$ cat src/rtl/input_decoder_ctrl.sv
// Command-packet parser: pops header/argument words from a first-word-fall-through FIFO
// and presents one decoded GPU command to the rasterizer over a valid/ready handshake.
module input_decoder_ctrl #(
  parameter int COORD_W   = 16,
  parameter int ERR_CNT_W = 8
) (
  input  logic                 clk,
  input  logic                 reset,
  input  logic [31:0]          fifo_r_data,
  input  logic                 fifo_empty,
  output logic                 fifo_read,
  output logic                 cmd_valid,
  input  logic                 cmd_ready,
  output logic [1:0]           cmd_opcode,
  output logic [23:0]          cmd_color,
  output logic [COORD_W-1:0]   cmd_x0,
  output logic [COORD_W-1:0]   cmd_y0,
  output logic [COORD_W-1:0]   cmd_x1,
  output logic [COORD_W-1:0]   cmd_y1,
  output logic                 busy,
  output logic                 err_pulse,
  output logic [ERR_CNT_W-1:0] err_count,
  output logic [1:0]           dbg_state
);

  // Handshake: a command transfers on any rising edge where cmd_valid && cmd_ready;
  // cmd_valid depends only on state, and all cmd_* outputs are held stable until the transfer.
  typedef enum logic [1:0] {
    S_HDR   = 2'd0,
    S_ARG0  = 2'd1,
    S_ARG1  = 2'd2,
    S_ISSUE = 2'd3
  } state_t;

  state_t               r_state;
  state_t               w_next_state;
  logic                 w_fifo_read;
  logic [3:0]           w_hdr_op;
  logic                 w_hdr_invalid;
  logic [COORD_W-1:0]   w_arg_x;
  logic [COORD_W-1:0]   w_arg_y;
  logic                 w_unused;

  logic [1:0]           r_opcode;
  logic [23:0]          r_color;
  logic [COORD_W-1:0]   r_x0;
  logic [COORD_W-1:0]   r_y0;
  logic [COORD_W-1:0]   r_x1;
  logic [COORD_W-1:0]   r_y1;
  logic                 r_err_pulse;
  logic [ERR_CNT_W-1:0] r_err_count;

  assign w_hdr_op      = fifo_r_data[31:28];
  assign w_hdr_invalid = (w_hdr_op[3:2] != 2'b00);
  assign w_arg_x       = fifo_r_data[COORD_W-1:0];
  assign w_arg_y       = fifo_r_data[16+COORD_W-1:16];
  assign w_unused      = ^fifo_r_data[27:24];

  always_ff @(posedge clk or negedge reset) begin
    if (!reset) begin
      r_state <= S_HDR;
    end else begin
      r_state <= w_next_state;
    end
  end

  always_comb begin
    w_next_state = r_state;
    w_fifo_read  = 1'b0;
    case (r_state)
      S_HDR: begin
        if (!fifo_empty) begin
          w_fifo_read = 1'b1;
          if (w_hdr_op == 4'd1) begin
            w_next_state = S_ISSUE;
          end else if ((w_hdr_op == 4'd2) || (w_hdr_op == 4'd3)) begin
            w_next_state = S_ARG0;
          end
        end
      end
      S_ARG0: begin
        if (!fifo_empty) begin
          w_fifo_read  = 1'b1;
          w_next_state = S_ARG1;
        end
      end
      S_ARG1: begin
        if (!fifo_empty) begin
          w_fifo_read  = 1'b1;
          w_next_state = S_ISSUE;
        end
      end
      S_ISSUE: begin
        if (cmd_ready) begin
          w_next_state = S_HDR;
        end
      end
      default: w_next_state = S_HDR;
    endcase
  end

  // Reset gates the pop so the FIFO is never consumed while the parser is held in reset.
  assign fifo_read = w_fifo_read && reset;

  always_ff @(posedge clk or negedge reset) begin
    if (!reset) begin
      r_opcode    <= 2'd0;
      r_color     <= 24'd0;
      r_x0        <= '0;
      r_y0        <= '0;
      r_x1        <= '0;
      r_y1        <= '0;
      r_err_pulse <= 1'b0;
      r_err_count <= '0;
    end else begin
      r_err_pulse <= 1'b0;
      if (w_fifo_read) begin
        case (r_state)
          S_HDR: begin
            if (w_hdr_invalid) begin
              r_err_pulse <= 1'b1;
              if (r_err_count != {ERR_CNT_W{1'b1}}) begin
                r_err_count <= r_err_count + ERR_CNT_W'(1);
              end
            end else if (w_hdr_op == 4'd1) begin
              r_opcode <= 2'd1;
              r_color  <= fifo_r_data[23:0];
              r_x0     <= '0;
              r_y0     <= '0;
              r_x1     <= '0;
              r_y1     <= '0;
            end else if (w_hdr_op != 4'd0) begin
              r_opcode <= w_hdr_op[1:0];
              r_color  <= fifo_r_data[23:0];
            end
          end
          S_ARG0: begin
            r_x0 <= w_arg_x;
            r_y0 <= w_arg_y;
          end
          S_ARG1: begin
            r_x1 <= w_arg_x;
            r_y1 <= w_arg_y;
          end
          default: ;
        endcase
      end
    end
  end

  assign cmd_valid  = (r_state == S_ISSUE);
  assign busy       = (r_state != S_HDR);
  assign cmd_opcode = r_opcode;
  assign cmd_color  = r_color;
  assign cmd_x0     = r_x0;
  assign cmd_y0     = r_y0;
  assign cmd_x1     = r_x1;
  assign cmd_y1     = r_y1;
  assign err_pulse  = r_err_pulse;
  assign err_count  = r_err_count;
  assign dbg_state  = r_state;

endmodule

$ cat config.mk
export PLATFORM = sky130hd
export DESIGN_NAME = input_decoder_ctrl
export DESIGN_NICKNAME = d
export VERILOG_FILES = /design/src/rtl/input_decoder_ctrl.sv
export SDC_FILE = /design/constraint.sdc
export NUM_CORES = 1
export LEC_CHECK = 0
export BUFFER_PORTS_ARGS = -buffer_cell sky130_fd_sc_hd__buf_4
export CAP_MARGIN = 20
export CORE_UTILIZATION = 25
export CTS_CLUSTER_DIAMETER = 30
export CTS_CLUSTER_SIZE = 16
export DETAILED_ROUTE_END_ITERATION = 10
export PLACE_DENSITY = 0.55
export SYNTH_ARGS = -nofsm -noshare
export SYNTH_HDL_FRONTEND = slang
export SYNTH_SLANG_ARGS = --single-unit
$ cat constraint.sdc
create_clock -name clk -period 3.43 [get_ports clk]
set_clock_uncertainty 0.05 [all_clocks]
set_input_delay 0.5145 -clock clk [delete_from_list [all_inputs] [get_ports clk]]
set_output_delay 0.5145 -clock clk [all_outputs]
set_load 0.1 [all_outputs]
After elaboration in Yosys (flattened, before gate mapping) --
Index checks and enable logic that the tools add are counted.
Storage, ports and cells: word-level logic and storage cells 62, input bits 36, output and inout bits 104, flip-flop bits (word level) 101
Cells by class: equal/unequal tests 14, bitwise gates (word level) 1, $add $sub $neg 1, reduce and logical (&&, ||, !) cells 15, multiplexer cells 22
Operator list (number):
- $pmux 16 s2 | 4
- $mux 24 | 2
- $mux 16 | 2
- $mux 2 | 8
- $reduce_and 4->1 | 4
- $ne 2x2->1 const B | 5
- $reduce_bool 2->1 | 5
- $add 8x1->8 const B | 1
- $eq 4x2->1 const B | 2
- $ne 8x8->1 const B | 1
- $pmux 2 s4 | 1
- $mux 1 | 5
- $reduce_and 5->1 | 1
- $eq 2x2->1 const B | 2
- $eq 4x1->1 const B | 1
- $reduce_bool 4->1 | 1
- $ne 3x3->1 const B | 1
- $reduce_or 3->1 | 1
- $eq 2x1->1 const B | 1
- $logic_not 2->1 | 1
- $ne 2x1->1 const B | 1
- $logic_and 1x1->1 | 1
- $logic_or 1x1->1 | 1
- $not 1->1 | 1

Depth between registers and ports, before layout --
Gate-level depths: netlist (run 1).
word-level depth 6, depth in mapped cells 7, depth with buffers taken out 6

Least setup slack after synthesis (run 1) --
OpenSTA, ideal clock, no wires.
path type register -> output, start point register r_state[0] (netlist: dbg_state[0]), end point output port fifo_read, path slack -0.535 ns, cell stages (with the launch flop) 3, arrival 3.401 ns, path buffers 0, required time 2.865 ns, cells stage by stage dfrtp_1 -> ha_1 -> nor3b_1
Between the ends: cells in the longest elaborated chain, start to end 4, elaborated cells on any way between the ends 6, classes of those cells 2 x eq/ne; 1 x mux; 3 x reduce/logical
Ends and longest elaborated chain:
- from (decl) | RTL line 35 | state_t r_state;
- from (signal assigned) | RTL line 63 | r_state <= w_next_state;
- $eq 2x2->1 (tied with other cells) | RTL line 70 | case (r_state)
- $reduce_or 3->1 (no source line) (*)
- $mux 1 (*)
- $logic_and 1x1->1 (*) | RTL line 103 | assign fifo_read = w_fifo_read && reset;
- to (decl) | RTL line 11 | output logic fifo_read,
Mark *: on every way between the ends. The rest lies on a longest branch, timed or not.

Final worst setup path (run 1) --
start point register r_state[0] (netlist: dbg_state[0]), end point register r_color[17] (netlist: cmd_color[17])
Between the ends: cells in the longest elaborated chain, start to end 4, elaborated cells on any way between the ends 6, classes of those cells 2 x eq/ne; 1 x mux; 3 x reduce/logical
Ends and longest elaborated chain:
- $eq 2x2->1 (tied with other cells) | RTL line 70
- $reduce_or 3->1 (no source line)
- $mux 1
- $reduce_and 4->1 (no source line) (*)
- to (signal assigned) | RTL line 127 | r_color <= fifo_r_data[23:0];
- to (signal assigned) | RTL line 134 | r_color <= fifo_r_data[23:0];
- to (decl) | RTL line 45 | logic [23:0] r_color;
Marked as above. A chain may end at the register's enable or synchronous reset.

==> results of run 1 <==
## sequential cells by signal, indices dropped and copies added (netlist names)
| signal | cells |
|---|---|
| cmd_color | 24 |
| cmd_x0 | 16 |
| cmd_x1 | 16 |
| cmd_y0 | 16 |
| cmd_y1 | 16 |
| err_count | 8 |
| cmd_opcode | 2 |
| dbg_state | 2 |
| err_pulse | 1 |
## metal layers
layer,up-vias,part of all wire (%),global-route usage (%)
met4,0,1.6,5.43
met5,-,0,0
li1,1594,-,-
met3,12,5.9,4.40
met2,88,47,21.7
met1,1591,46,17.4
## worst reg2reg max path, stage by stage, from the launching register on
cell and delay (ns):
dfrtp_1 0.44, inv_1 0.15, ha_1 0.26, or3b_4 0.47
nor2_4 0.68, mux2_2 0.42
## final cells by class
| cell class | count | area share (%) |
|---|---|---|
| inverters | 5 | 0.326 |
| clock buffers | 12 | 4.29 |
| clock inverters | 4 | 0.827 |
| multi-input cells | 271 | 27.0 |
| repair buffers | 145 | 18.9 |
| flip-flops and latches | 101 | 44.0 |
| well taps | 216 | 4.70 |
## logic make-up (layout without fill, tap and decap cells)
family                   Yosys count  count (layout)  synth area share [%]
AO/OA/AOI/OAI                     76              76                  9.87
AND/OR/NAND/NOR                  155             155                  16.1
flip-flops                       101             101                  60.4
buffers and inverters             27             166                  2.78
multiplexers                      32              32                  8.52
XOR/XNOR                           1               1                 0.209
adder cells (fa/ha/maj)            7               7                  2.09
## cells in the final DEF, fill, tap and decap left out, types with 2 or more instances in the layout
master,Yosys,layout
mux2_1,25,25
dfrtp_1,101,101
o21ai_0,49,49
buf_4,0,145
inv_1,5,5
ha_2,0,2
a22oi_2,2,2
nand3_1,3,3
a22o_1,2,2
mux2_2,4,4
mux2i_1,3,3
a21oi_1,3,3
nand2_1,133,133
and3_1,2,2
o21ai_1,17,17
nand4_1,3,3
clkbuf_16,0,9
ha_1,7,5
clkinv_2,0,2
clkbuf_1,20,2
## worst min-delay path by stage
stage | slack (ns) | cells after the start | from | end
after floorplan | 0.17 | 0 | reset | cmd_color[0]$_DFFE_PN0P_
after global placement | 0.42 | 2 | cmd_y1[9]$_DFFE_PN0P_ | cmd_y1[9]$_DFFE_PN0P_
after detailed placement | 0.42 | 2 | cmd_y0[1]$_DFFE_PN0P_ | cmd_y0[1]$_DFFE_PN0P_
after CTS | 0.08 | 1 | reset | cmd_y0[15]$_DFFE_PN0P_
after global routing | 0.09 | 1 | reset | err_count[6]$_DFFE_PN0P_
final | 0.07 | 1 | reset | err_count[6]$_DFFE_PN0P_
## per-stage QoR
step,instance area [um2],hold slack [ns]
3_5_place_dp,5460,0.423
2_1_floorplan,4190,0.169
3_3_place_gp,5460,0.415
5_1_grt,5750,0.0937
6_report,5750,0.0671
4_1_cts,5750,0.0791
==> results.md, run 1 <==
- Kind of end point of the critical path: flop
- Max-cap violations: 0
- Cell family with most CP delay: simple AND/OR/NAND/NOR gates
- CORE AREA: 0.0161 mm2
- Critical-path top delay cell: nor2_4
- PortBufs: 139
- Final Hold Vio Count: 0
- Worst-path fanout max: 24
- CTS tree: built
- Worst flop-to-flop path endpoint: cmd_color[17]$_DFFE_PN0P_
- Reg-to-Reg Start: dbg_state[0]$_DFFE_PN0P_
- Initial Utilization: between 20% and 30%
- Initial DRC Count: 86
- Hold-fix buffers, CTS: 0
- Overall Global Routing Usage: about 14%
- Finished Core Util: a little over a third
- Longest Clk Path Bufs: 2
- Grt total ovfl: 0
- Ranking of synthesized cells by area: dfrtp_1 (60%), nand2_1 (12%), mux2_1 (6.7%), o21ai_0 (5.9%), ha_1 (2.1%)
- Crit-path cells: inv_1, ha_1, or3b_4, nor2_4, mux2_2
- CP Launch Type: flop
- Count leader, synth: nand2_1
- Max Fclk: just under 0.4 GHz
- CTS sink count: 101
- Final min period: 2.59 ns
- Yosys cell types: 34
- Root Driver: clkbuf_16
- R2R setup slack: about 0.84 ns
- Ant. Diodes: 0
- Worst Setup EP: cmd_color[17]$_DFFE_PN0P_
- Final Cycle Share: about three quarters
- Status: complete, no violations
- Clk slew on worst S/H paths: around 0.070 ns
- # IOs: 140
- DR WL/cell: around 15 um
- First-pass detailed-route iteration total: 4
- Footprint of the multi-input gates: 0.00155 mm2
- Synth Register Bits: around 100
- Area Growth Syn to Fin: 37.4%
- Yosys top cell area share: around three fifths
- Final Max Tran Viols: 0
- Post_cts resized: 0
- Die area: approximately 0.017 mm2
- Placed Cells: 738
- WP data required: between 3 and 4 ns
- Critical path launch point: dbg_state[0]$_DFFE_PN0P_
- Cell Area, Synth: approximately 0.0042 mm2
- Total vias in the final route: approximately 3,300
- Via density per instance: approximately 4.4
- Std-Cell Rows: 46
- DRT Wirelength: 11,300 um
- GPL Wtd Cong: ~0.76
- Number of antenna violations at the first check in global routing: 0
- Mapped Cells: ~400
- Top cells by count, synth: nand2_1 (133), dfrtp_1 (101), o21ai_0 (49)
- Area occupied by registers: around 0.0025 mm2
- Worst slew margin: 41.3%
- Hold crit path type: input port to async pin
- Post-place setup slack: 0.810 ns
- Remaining antenna violation count: 0
- Detailed placer's ending HPWL: between 7000 and 8000 um
- Final setup TNS: 0 ns
- Leading area contributor after synthesis: dfrtp_1
- Syn nets: roughly 440
- Postcts setup bufs: 0
- Total CTS buffers: 9
- CP Class: flop to flop
- Pin count of the biggest net entering global routing: 70
- Final setup viols: 0
- Critical path buffer and inverter count: 1
- Total Nets Final: 576
- Residual DRC: 0
- Worst-case reg-to-reg path depth: 5
- Crit-path max cell delay: a little under 0.7 ns
- Critical path depth: 5
- Leading register cell type out of synthesis: dfrtp_1
- YS warnings: 0
- H-tree Lvls: 3
- Fillers: approximately 1,600
- Vias in the first global route: about 3,300
- Setup ws final: between 0.8 and 0.9 ns
- Chip Height: between 100 and 150 um
- Share of cells above drive strength 1: between 30% and 40%
- Post-synth EDFFs: 0
- Setup repair after global routing missed its margin: false
- Final std cells w/o fill: approximately 750
- Syn Area/Cell: ~10 um2
- Actual slew at the worst max-slew pin: between 0.8 and 0.9 ns
- Worst-skew pair later-pin latency: about 0.35 ns
- First-pass GRT wire length: ~18,000 um
- Share of synthesized registers carrying an async set or reset: 100%
- Arrival time of the worst setup path: 2.78 ns
- Post-synthesis sequential area ratio: 60.4%
- Die X: around 130 um
Power of run 1 is left out: the tool's default activity adds up to more than one toggle a clock period on the data nets, which glitch-free logic cannot reach.
==> inputs of run 2 (changes only) <==
clock period = 2.5 ns   (was 3.43 ns; I/O delays follow)
==> results.md, run 2 (synthesis gave the netlist of run 1 again) <==
- DRT Wirelength: 11,300 um (+0.16%)
- Final min period: 2.18 ns (-0.417 ns)
- Vias in the first global route: 3,347 (+0.90%)
- Final Hold Vio Count: 0 (unchanged)
- Worst-skew pair later-pin latency: 0.34 ns (about the same)
- Max-cap violations: 0 (unchanged)
- Postcts setup bufs: 0 (unchanged)
- Worst slew margin: 57.9% (+17 points)
- Grt total ovfl: 0 (unchanged)
- Area Growth Syn to Fin: 39.4%
- Ant. Diodes: 0 (unchanged)
- First-pass detailed-route iteration total: 4 (unchanged)
- Crit-path max cell delay: 0.46 ns (-0.22 ns)
- Total Nets Final: 579 (+0.52%)
- Setup repair after global routing missed its margin: false
- Crit-path cells: inv_1, ha_1, or3b_4, nor2_4, buf_12, mux2_1
- First-pass GRT wire length: 18,600 um (+0.67%)
- Hold crit path type: input port to async pin
- WP data required: 2.67 ns (-0.94 ns)
- Area occupied by registers: 0.00253 mm2 (about the same)
- Actual slew at the worst max-slew pin: 0.631 ns (-0.249 ns)
- CP Launch Type: flop
- Number of antenna violations at the first check in global routing: 0 (unchanged)
- Via density per instance: 4.35 (-0.21%)
- Clk slew on worst S/H paths: 0.08 ns (about the same)
- GPL Wtd Cong: 0.732 (-3.5%)
- DR WL/cell: 14.9 um (-0.24%)
- Worst-path fanout max: 24 (unchanged)
- Post-place setup slack: 0.340 ns (-0.471 ns)
- Setup ws final: 0.325 ns (-0.513 ns)
- Total CTS buffers: 9 (unchanged)
- Post_cts resized: 0 (unchanged)
- PortBufs: 139 (unchanged)
- Overall Global Routing Usage: 13.8% (+0.054 points)
- Max FFs per register: 24 (unchanged)
- Final setup viols: 0 (unchanged)
- # IOs: 140 (unchanged)
- Share of cells above drive strength 1: 33.3% (+0.93 points)
- CTS tree: built
- Footprint of the multi-input gates: 0.00155 mm2 (+0.24%)
- Final Cycle Share: 87.0% (+11 points)
- Final std cells w/o fill: 757 (+0.40%)
- CP Class: flop to flop
- Finished Core Util: 36.2% (+0.53 points)
- Fillers: 1,658 (+1.1%)
- Critical-path top delay cell: or3b_4
- Pin count of the biggest net entering global routing: 102 (+46%)
- H-tree Lvls: 3 (unchanged)
- Hold-fix buffers, CTS: 0 (unchanged)
- Die area: 0.0173 mm2 (unchanged)
- Final Max Tran Viols: 0 (unchanged)
- CTS sink count: 101 (unchanged)
- Max Fclk: 0.460 GHz (+19%)
- CORE AREA: 0.0161 mm2 (unchanged)
- Remaining antenna violation count: 0 (unchanged)
- Commonest non-fill, non-tap cells in the layout: buf_4 (146), nand2_1 (133), dfrtp_1 (99)
- Residual DRC: 0 (unchanged)
- Kind of end point of the critical path: flop
- Arrival time of the worst setup path: 2.35 ns (-0.43 ns)
- Root Driver: clkbuf_16
- Detailed placer's ending HPWL: 7900 um (-0.46%)
- Status: complete, no violations
- Commonest non-fill, non-tap cell in the layout: buf_4
- Total vias in the final route: 3,291 (+0.18%)
- Final setup TNS: 0 ns (unchanged)
- Initial Utilization: 26.0% (unchanged)
- Die X: 131 um (unchanged)
- Chip Height: 131 um (unchanged)
- Initial DRC Count: 134 (+56%)
- Std-Cell Rows: 46 (unchanged)
- Longest Clk Path Bufs: 2 (unchanged)
- Placed Cells: 741 (+0.41%)
## run 2: metrics by stage
step	hold slack (ns)	instance area, um2
floorplan	0.0294	4200
global placement	0.416	5510
detailed placement	0.422	5510
CTS	0.0904	5830
global route	0.111	5830
finish	0.0653	5830
## run 2: cell type report
| class | instances | area share [%] |
|---|---|---|
| timing repair buffer | 148 | 19.5 |
| clock buffer | 9 | 3.86 |
| inverter | 5 | 0.322 |
| tap | 216 | 4.63 |
| clock inverter | 7 | 1.72 |
| multi-input combinational | 271 | 26.6 |
| sequential | 101 | 43.4 |
## run 2: final timing paths
kind                                               start                   endpoint  slack (ns)  cells past startpoint
worst max-delay path            dbg_state[1]$_DFFE_PN0P_   cmd_color[8]$_DFFE_PN0P_        0.32                      6
max in group asynchronous                          reset   dbg_state[1]$_DFFE_PN0P_        1.91                      2
worst min-delay path                               reset     cmd_y0[10]$_DFFE_PN0P_        0.07                      2
min in group clk                         fifo_r_data[22]  cmd_color[22]$_DFFE_PN0P_        0.21                      2
worst min register to register    cmd_x0[10]$_DFFE_PN0P_     cmd_x0[10]$_DFFE_PN0P_        0.43                      2
worst max register to register  dbg_state[1]$_DFFE_PN0P_   cmd_color[8]$_DFFE_PN0P_        0.32                      6
## run 2: critical path: cells and delay by family, from the launching register on
family                     cells  cell delay [ns]
adders and majority gates      1             0.26
and+or+nand+nor                2             0.60
muxes                          1             0.34
buffers and inverters          2             0.34
DFF                            1             0.45
## run 2: layer usage
metal  GRT usage, %  part of all wire (%)
met4           4.65                   1.2
met1           17.0                    44
met2           23.0                    49
met3           4.17                   5.3
met5              0                     0
Power of run 2 is left out for the same reason.
==> inputs of run 3 (changes only) <==
PLACE_DENSITY = 0.41   (was 0.55)
==> results.md, run 3 (synthesis gave the netlist of run 1 again) <==
- Status: complete, no violations
- Fillers: 1,692 (+2.1%)
- WP data required: 2.68 ns (about the same)
- Final Max Tran Viols: 0 (unchanged)
- GR Layer Usage met3: 3.28% (-0.89 points)
- Kind of end point of the critical path: flop
- Vias in the first global route: 3,349 (+0.060%)
- Number of antenna violations at the first check in global routing: 0 (unchanged)
- Actual slew at the worst max-slew pin: 0.593 ns (-0.0381 ns)
- CP Class: flop to flop
- Worst slew margin: 60.5% (+2.5 points)
- Commonest non-fill, non-tap cell in the layout: buf_4
- Final setup viols: 0 (unchanged)
- Total CTS buffers: 9 (unchanged)
- Worst-skew pair later-pin latency: 0.34 ns (about the same)
- CTS tree: built
- Post_cts resized: 0 (unchanged)
- Root Driver: clkbuf_16
- Initial DRC Count: 112 (-16%)
- Share of cells above drive strength 1: 33.6% (+0.31 points)
- Met2 Use GR: 23.8% (+0.83 points)
- Hold crit path type: input port to async pin
- Grt total ovfl: 0 (unchanged)
- Max FFs per register: 24 (unchanged)
- First-pass detailed-route iteration total: 4 (unchanged)
- Longest Clk Path Bufs: 2 (unchanged)
- Final setup TNS: 0 ns (unchanged)
- Die area: 0.0173 mm2 (unchanged)
- Detailed placer's ending HPWL: 8350 um (+5.7%)
- Max-cap violations: 0 (unchanged)
- Commonest non-fill, non-tap cells in the layout: buf_4 (147), nand2_1 (133), dfrtp_1 (99)
- Postcts setup bufs: 0 (unchanged)
- DR WL/cell: 15.9 um (+6.3%)
- Pin count of the biggest net entering global routing: 102 (unchanged)
- Area occupied by registers: 0.00253 mm2 (unchanged)
- CTS sink count: 101 (unchanged)
- Final Hold Vio Count: 0 (unchanged)
- Initial Utilization: 26.0% (unchanged)
- Worst-path fanout max: 7 (-71%)
- Ant. Diodes: 0 (unchanged)
- Total vias in the final route: 3,229 (-1.9%)
- Max Fclk: 0.463 GHz (+0.63%)
- PortBufs: 139 (unchanged)
- Residual DRC: 0 (unchanged)
- Remaining antenna violation count: 0 (unchanged)
- Total Nets Final: 580 (+0.17%)
- Footprint of the multi-input gates: 0.00156 mm2 (+0.32%)
- Arrival time of the worst setup path: 2.34 ns (about the same)
- Die X: 131 um (unchanged)
- Clk slew on worst S/H paths: 0.07 ns (about the same)
- Setup repair after global routing missed its margin: false
- First-pass GRT wire length: 19,500 um (+5.1%)
- CORE AREA: 0.0161 mm2 (unchanged)
- Final Cycle Share: 86.5% (-0.54 points)
- Chip Height: 131 um (unchanged)
- Final min period: 2.16 ns (-0.0135 ns)
- # IOs: 140 (unchanged)
- Overall Global Routing Usage: 14.7% (+0.92 points)
- Hold-fix buffers, CTS: 0 (unchanged)
- GPL Wtd Cong: 0.710 (-3.0%)
- Via density per instance: 4.26 (-2.0%)
- Std-Cell Rows: 46 (unchanged)
- DRT Wirelength: 12,000 um (+6.4%)
- H-tree Lvls: 3 (unchanged)
- Met1 usage: 18.9% (+1.9 points)
- Most Crowded Layer GR: met2
- CP Launch Type: flop
- Area Growth Syn to Fin: 40.1%
[run 3: cell type report]
type / count / area share [%]
clock buffers: 10 / 3.91
well taps: 216 / 4.61
repair buffers: 149 / 19.5
inverters: 5 / 0.320
flip-flops and latches: 101 / 43.2
clock inverters: 6 / 1.90
multi-input cells: 271 / 26.6
[run 3: metal layers]
metal  wire (um)  share of wire (%)  vias to the layer above
met4         208                1.7                        0
met1        5400                 45                     1540
met3         584                4.9                       11
met5           0                  0                        -
li1            -                  -                     1599
met2        5850                 49                       79
[run 3: critical path: stages (launching register included)]
cell,delay (ns)
dfrtp_2,0.44
inv_1,0.13
ha_1,0.26
or3b_4,0.47
nor2_4,0.16
buf_4,0.20
mux2_2,0.34
[run 3: metrics by stage]
stage	cell area, um2	util (%)	std cells	hold slack, ns	setup slack [ns]
after floorplan	4200	-	399	0.0294	0.173
after global placement	5520	34.3	742	0.415	0.380
after detailed placement	5520	34.3	742	0.423	0.324
after CTS	5860	36.4	758	0.119	0.312
after global routing	5860	36.4	758	0.0903	0.203
final	5860	36.4	758	0.0437	0.338
[run 3: final timing paths]
kind	depth (start not counted)	start	endpoint	slack (ns)
hold / removal	2	reset	cmd_color[23]$_DFFE_PN0P_	0.04
min in group clk	2	fifo_r_data[15]	cmd_color[15]$_DFFE_PN0P_	0.21
hold reg to reg	2	cmd_y0[4]$_DFFE_PN0P_	cmd_y0[4]$_DFFE_PN0P_	0.43
setup / recovery	6	dbg_state[1]$_DFFE_PN0P_	cmd_color[17]$_DFFE_PN0P_	0.34
max in group asynchronous	2	reset	dbg_state[1]$_DFFE_PN0P_	1.84
setup reg to reg	6	dbg_state[1]$_DFFE_PN0P_	cmd_color[17]$_DFFE_PN0P_	0.34
Power of run 3 is left out for the same reason.
